### src/rtl/wb_stage.sv
// Writeback stage: selects GPR write data, issues the GPR write strobe,
// holds the HI/LO register pair, keeps a one-deep history of the last
// writeback for the hazard unit, and counts committed GPR writes.
module wb_stage #(
    parameter int CNT_W = 32
) (
    input  logic             clk,
    input  logic             rst,
    input  logic             enable,
    input  logic             RegWrite,
    input  logic             MemToReg,
    input  logic             shift,
    input  logic             mfhi,
    input  logic             mflo,
    input  logic             openHiLo,
    input  logic [63:0]      divd,
    input  logic [31:0]      ALUData,
    input  logic [31:0]      memData,
    input  logic [31:0]      shiftData,
    input  logic [4:0]       rtOrRd,
    output logic             regWriteEn,
    output logic [4:0]       regWriteAddr,
    output logic [31:0]      regWriteData,
    output logic [31:0]      hi,
    output logic [31:0]      lo,
    output logic             fwdValid,
    output logic [4:0]       fwdAddr,
    output logic [31:0]      fwdData,
    output logic [CNT_W-1:0] wbCount
);

    logic             write_en_s;
    logic [31:0]      write_data_s;
    logic [31:0]      hi_r;
    logic [31:0]      lo_r;
    logic             fwd_valid_r;
    logic [4:0]       fwd_addr_r;
    logic [31:0]      fwd_data_r;
    logic [CNT_W-1:0] wb_count_r;

    // Write strobe: register 0 is hardwired, so writes to it are suppressed.
    always_comb begin
        write_en_s = 1'b0;
        if (RegWrite && enable && !rst && (rtOrRd != 5'd0)) begin
            write_en_s = 1'b1;
        end else begin
            write_en_s = 1'b0;
        end
    end

    // Write-data select; HI/LO come from the registers, never bypassed from divd.
    always_comb begin
        write_data_s = ALUData;
        if (mfhi) begin
            write_data_s = hi_r;
        end else if (mflo) begin
            write_data_s = lo_r;
        end else if (shift) begin
            write_data_s = shiftData;
        end else if (MemToReg) begin
            write_data_s = memData;
        end else begin
            write_data_s = ALUData;
        end
    end

    // HI/LO pair loads from the divider/multiplier result when opened.
    always_ff @(posedge clk) begin
        if (rst) begin
            hi_r <= 32'd0;
            lo_r <= 32'd0;
        end else if (enable && openHiLo) begin
            hi_r <= divd[63:32];
            lo_r <= divd[31:0];
        end else begin
            hi_r <= hi_r;
            lo_r <= lo_r;
        end
    end

    // One-deep history of the last issued writeback, frozen while stalled.
    always_ff @(posedge clk) begin
        if (rst) begin
            fwd_valid_r <= 1'b0;
            fwd_addr_r  <= 5'd0;
            fwd_data_r  <= 32'd0;
        end else if (enable) begin
            fwd_valid_r <= write_en_s;
            fwd_addr_r  <= rtOrRd;
            fwd_data_r  <= write_data_s;
        end else begin
            fwd_valid_r <= fwd_valid_r;
            fwd_addr_r  <= fwd_addr_r;
            fwd_data_r  <= fwd_data_r;
        end
    end

    // Committed-write counter; wraps naturally at all-ones.
    always_ff @(posedge clk) begin
        if (rst) begin
            wb_count_r <= {CNT_W{1'b0}};
        end else if (write_en_s) begin
            wb_count_r <= wb_count_r + CNT_W'(1);
        end else begin
            wb_count_r <= wb_count_r;
        end
    end

    assign regWriteEn   = write_en_s;
    assign regWriteAddr = rtOrRd;
    assign regWriteData = write_data_s;
    assign hi           = hi_r;
    assign lo           = lo_r;
    assign fwdValid     = fwd_valid_r;
    assign fwdAddr      = fwd_addr_r;
    assign fwdData      = fwd_data_r;
    assign wbCount      = wb_count_r;

endmodule

### config.mk
export PLATFORM = sky130hd
export DESIGN_NAME = wb_stage
export DESIGN_NICKNAME = d
export VERILOG_FILES = /design/src/rtl/wb_stage.sv
export SDC_FILE = /design/constraint.sdc
export NUM_CORES = 1
export LEC_CHECK = 0
export ABC_AREA = 1
export CAP_MARGIN = 10
export CORE_ASPECT_RATIO = 0.8
export CORE_MARGIN = 2
export CORE_UTILIZATION = 41
export DETAILED_ROUTE_END_ITERATION = 6
export GPL_ROUTABILITY_DRIVEN = 1
export HOLD_SLACK_MARGIN = 0.12
export PLACE_DENSITY = 0.81
export SLEW_MARGIN = 10
export SYNTH_ARGS = -nofsm -noshare
export SYNTH_HDL_FRONTEND = slang
export SYNTH_SLANG_ARGS = --single-unit
### constraint.sdc
create_clock -name clk -period 2.2 [get_ports clk]
set_clock_uncertainty 0.1 [all_clocks]
set_input_delay 0.22 -clock clk [delete_from_list [all_inputs] [get_ports clk]]
set_output_delay 0.22 -clock clk [all_outputs]
set_load 0.01 [all_outputs]
* Word level (Yosys, flattened, before mapping) *
Index checks and enable logic that the tools add are counted.
W data, S select, Z words.

word-level totals
  register bits = 134
  input bits = 174
  output and inout bits = 172
  word-level logic and storage cells = 18

cells by class
  add/sub/neg operators = 1
  muxes and demuxes = 5
  reductions and logical operators = 6

operators with widths
  cell                     number
  $mux W32                 4
  $add A32 B1 Y32 const B  1
  $reduce_bool A5 Y1       1
  $logic_and A1 B1 Y1      4
  $logic_not A1 Y1         1
  $mux W1                  1

* Logic depth before layout (Yosys ltp) *
Gate-level depths: netlist of the first run.

  word-level depth = 4
  depth in mapped cells = 11
  depth with buffers taken out = 10

* Least setup slack after synthesis of the first run *
Ideal clock, no wire load.

  path type = reg-to-reg
  start = reg wb_count_r[1] (netlist: wbCount[1])
  end = reg wb_count_r[16] (netlist: wbCount[16])
  setup time = 0.116 ns
  data arrival time = 1.388 ns
  data required time = 1.984 ns
  setup slack = 0.596 ns
  stages on the path, launching flop included = 9
  buffers on the path = 0
  cell sequence = dfxtp_1 -> ha_1 -> nand2_2 -> nor2_8 -> nand2_4 -> nor3_2 -> nand2_1 -> o21ai_0 -> nor2_1

between the ends
  longest elaborated chain between the ends = 1

ends and longest elaborated chain
  what                      line  text
  start: declaration        39    logic [CNT_W-1:0] wb_count_r;
  start signal: assignment  101   wb_count_r <= {CNT_W{1'b0}};
  start signal: assignment  103   wb_count_r <= wb_count_r + CNT_W'(1);
  start signal: assignment  105   wb_count_r <= wb_count_r;
  $add A32 B1 Y32           103

No other way between the ends.
A chain may end at the register's enable or synchronous reset.

* Worst setup path in the final report of the first run *
  start = in MemToReg
  end = out regWriteData[16]

between the ends
  longest elaborated chain between the ends = 4

ends and longest elaborated chain
  what                line  text
  start: declaration  11    input logic MemToReg,
  $mux W32            60    end else if (MemToReg) begin
  $mux W32            58    end else if (shift) begin
  $mux W32            56    end else if (mflo) begin
  $mux W32            54    if (mfhi) begin
  end: declaration    23    output logic [31:0] regWriteData,

No other way between the ends.

==> flow_summary.yaml, run 1 <==
cts:
  clock-sinks: 134
  cts_buffers: 17
  cts.clk_slew.worst_paths_ps: 60
  insertion_delay_ps: 420
  clockBufferDepth: 2
  cts_tree: "built"
  post_cts_buffers: 0
  cts_root_buf: "clkbuf_16"
  cts-htree-levels: 4
global_routing:
  antenna_found_initial: 7
  first_global_vias: 7921
  grt_max_degree: 72
  grt_pass1_wl_um: 42400
  grt.overflow.total: 0
  grt_use_total_pct: 30.5
placed_design:
  dp_slack_ps: -162
  gp_congestion: 0.945
  portBuffers: 345
  detailed_place_hpwl_um: 20800
critical_path:
  critPathLaunch: "MemToReg"
  r2r_start: "wbCount[1]$_SDFFE_PP0P_"
  path_cells: "buf_2 > buf_4 > buf_4 > o21ai_0 > o21ai_0 > o21ai_1 > nand2_1 > inv_1 > clkdlybuf4s50_1"
  arrival_ps: 1810
  end_kind: "primary output"
  crit_buf_inv: 5
  worstPathMaxFanout: 9
  path_class: "in2out"
  reg2regPathDepth: 9
  crit_required_ps: 1880
  cp_top_family: "buffers and inverters"
  worstSetupStartpointType: "primary input"
  slowest_delay_ps: 540
  rrSetupSlack_ps: 430
  critPathSlowestCell: "clkdlybuf4s50_1"
  r2r_end: "wbCount[18]$_SDFFE_PP0P_"
min_path:
  hold_path.class: "in2reg"
  hold_end: "fwdAddr[3]$_SDFFE_PP0P_"
  min_path_cells: 3
  min-delay-start: "enable"
synthesis:
  synth_fp_nets: 1276
  yosys_warnings: 0
  ys_ff_latch: 134
  ys_seq_area_share_pct: 38.3
  synth_cell_types: 31
  avgSynthCellArea_sq_um: 6.35
  synth.cell_area_sq_mm: 0.00700
  synth_cells: 1101
timing:
  worst_hold_slack_ps: 148
  post-route-period-util_pct: 96.8
  slew-limit-headroom_pct: 57.4
  finalHoldViolCount: 0
  setup_slack_ps: 69.5
  tightestPinTransition_ps: 639
  finalSetupViolations: 0
  rsz0062_at_grt: "yes"
  slew_viol_final: 0
  min_period_ps: 2130
  clock.fmax_mhz: 469
routing:
  firstDrtPassIters: 5
  viasPerCell: 4.95
  routedWlPerCell_um: 16.6
  ant_nets: 0
  wl_um: 27500
  drtIter0Drc: 526
  drcViolationCount: 0
  vias: 8234
pwr:
  switchingPower_uw: 1840
  internal_power_uw: 5180
  power_frac_clock_pct: 41.3
  ir_drop_mv: 0.483
  powerDensity_mw_per_mm2: 617
  seqPwrFrac_pct: 37.6
  pwr-share-comb_pct: 21.1
  sw_frac_of_total_pct: 26.2
  power.leakage_uw: 0.00506
cells_and_area:
  n_fill_cell: 1457
  area_growth_pct: 62.3
  layout-drive-gt1-share_pct: 6.34
  fin_nets: 1598
floorplan:
  core_sq_mm: 0.0166
  die_h_um: 121
  rows: 42
  start_util_pct: 42.1
  io_pins: 346
  dieArea_sq_mm: 0.0181
  die_w_um: 150
status:
  status: "completed"
flow_run:
  maxCapViolCount: 0
## Yosys cell counts, drive strengths merged
cell type  count  share of area (%)
o21a           1               0.11
o21ai        205                 15
nand2        232                 13
buf           20                1.7
or2            1              0.089
nor3           6               0.82
nor2         138                8.2
clkbuf        50                2.7
a21oi        112                8.0
nand3         18                1.3
dfxtp        134                 38
ha             1               0.18
inv          165                8.9
clkinv         1              0.054
nor3b          2               0.29
xnor2          3               0.38
xor2           3               0.38
nand4          8               0.72
and2           1              0.089
## state kept, by name, indices dropped and copies added (netlist names)
register,cells
lo,32
fwdAddr,5
fwdData,32
wbCount,32
hi,32
fwdValid,1
## metrics by stage
stage | setup TNS [ps] | power [uW] | util [%] | std cells | area, sq um
floorplan | 0 | 3260 | - | 1101 | 7000
global placement | -211 | 4140 | 64.4 | 1623 | 10700
detailed placement | -245 | 4160 | 64.4 | 1623 | 10700
CTS | 0 | 7050 | 68.0 | 1655 | 11300
global route | -115 | 7310 | 68.4 | 1662 | 11400
finish | 0 | 7010 | 68.4 | 1662 | 11400
## worst min-delay path: cells and delay by family
kind | cells | cell delay (ps)
buffers and inverters | 1 | 180
AOI/OAI and AO/OA | 2 | 210
## layer usage
metal	track usage (%)	vias to the layer above	share of wire (%)
li1	-	4118	-
met1	35.9	3688	40
met2	49.5	363	47
met3	10.0	65	9.4
met4	15.8	0	4.3
met5	0	-	0
## worst max path at each step
stage                                           to  cells after the start
after floorplan           wbCount[16]$_SDFFE_PP0P_                      8
after global placement            regWriteData[31]                      9
after CTS                          regWriteData[0]                      8
after detailed placement          regWriteData[31]                      9
final                             regWriteData[16]                      9
after global routing               regWriteData[5]                      8
## logic make-up (layout without fill, tap and decap cells)
group / count (synthesis) / in the layout / share of synthesized area (%)
adder cells (fa/ha/maj): 1 / 1 / 0.179
other: 0 / 7 / 0
AND/OR/NAND/NOR: 406 / 406 / 24.6
flip-flops: 134 / 134 / 38.3
XOR/XNOR: 6 / 6 / 0.751
buffers and inverters: 236 / 570 / 13.3
AO/OA/AOI/OAI: 318 / 318 / 22.8
## cell usage in the layout, fill, tap and decap left out, drive strengths merged
cell / Yosys / layout
a21oi: 112 / 112
and2: 1 / 1
buf: 20 / 32
bufinv: 0 / 3
clkbuf: 50 / 22
clkdlybuf4s50: 0 / 319
clkinv: 1 / 5
clkinvlp: 0 / 1
dfxtp: 134 / 134
diode: 0 / 7
dlygate4sd2: 0 / 3
dlygate4sd3: 0 / 1
dlymetal6s2s: 0 / 18
ha: 1 / 1
inv: 165 / 166
nand2: 232 / 232
nand3: 18 / 18
nand4: 8 / 8
nor2: 138 / 138
nor3: 6 / 6
nor3b: 2 / 2
o21a: 1 / 1
o21ai: 205 / 205
or2: 1 / 1
xnor2: 3 / 3
xor2: 3 / 3
## power by group through the flow
stage                     clock (uW)  sequential, uW  combinational, uW
final                           2890            2640               1480
after CTS                       2930            2640               1480
after global routing            3050            2650               1600
after global placement             0            2680               1450
after floorplan                    0            2740                513
after detailed placement           0            2690               1470
## what timing repair did
item | in CTS | in global routing
resized for setup | 8 | 43
hold buffers | 1 | 0
endpoints found under the hold margin | 1 | 0
setup endpoints to repair | 6 | 26
pin swaps | 1 | 5
## area by class of cell
cell class / instances / area (sq um) / area share [%]
timing repair buffer: 373 / 3780 / 33.3
tap: 220 / 275 / 2.42
multi-input combinational: 731 / 3390 / 29.8
inverter: 166 / 623 / 5.49
clock buffer: 22 / 464 / 4.09
clock inverter: 9 / 126 / 1.11
antenna: 7 / 17.5 / 0.154
sequential: 134 / 2680 / 23.6
Power figures use the tool's default switching activity.
==> run 2, diff against run 1 <==
- CAP_MARGIN: 10 -> not set
==> results of run 2 <==
No change in the layout: final DEF, timing and power equal those of run 1.
==> run 3, diff against run 2 <==
- CTS_CLUSTER_SIZE: not set -> 16
==> results of run 3 <==
No change in the layout: final DEF, timing and power equal those of run 1.
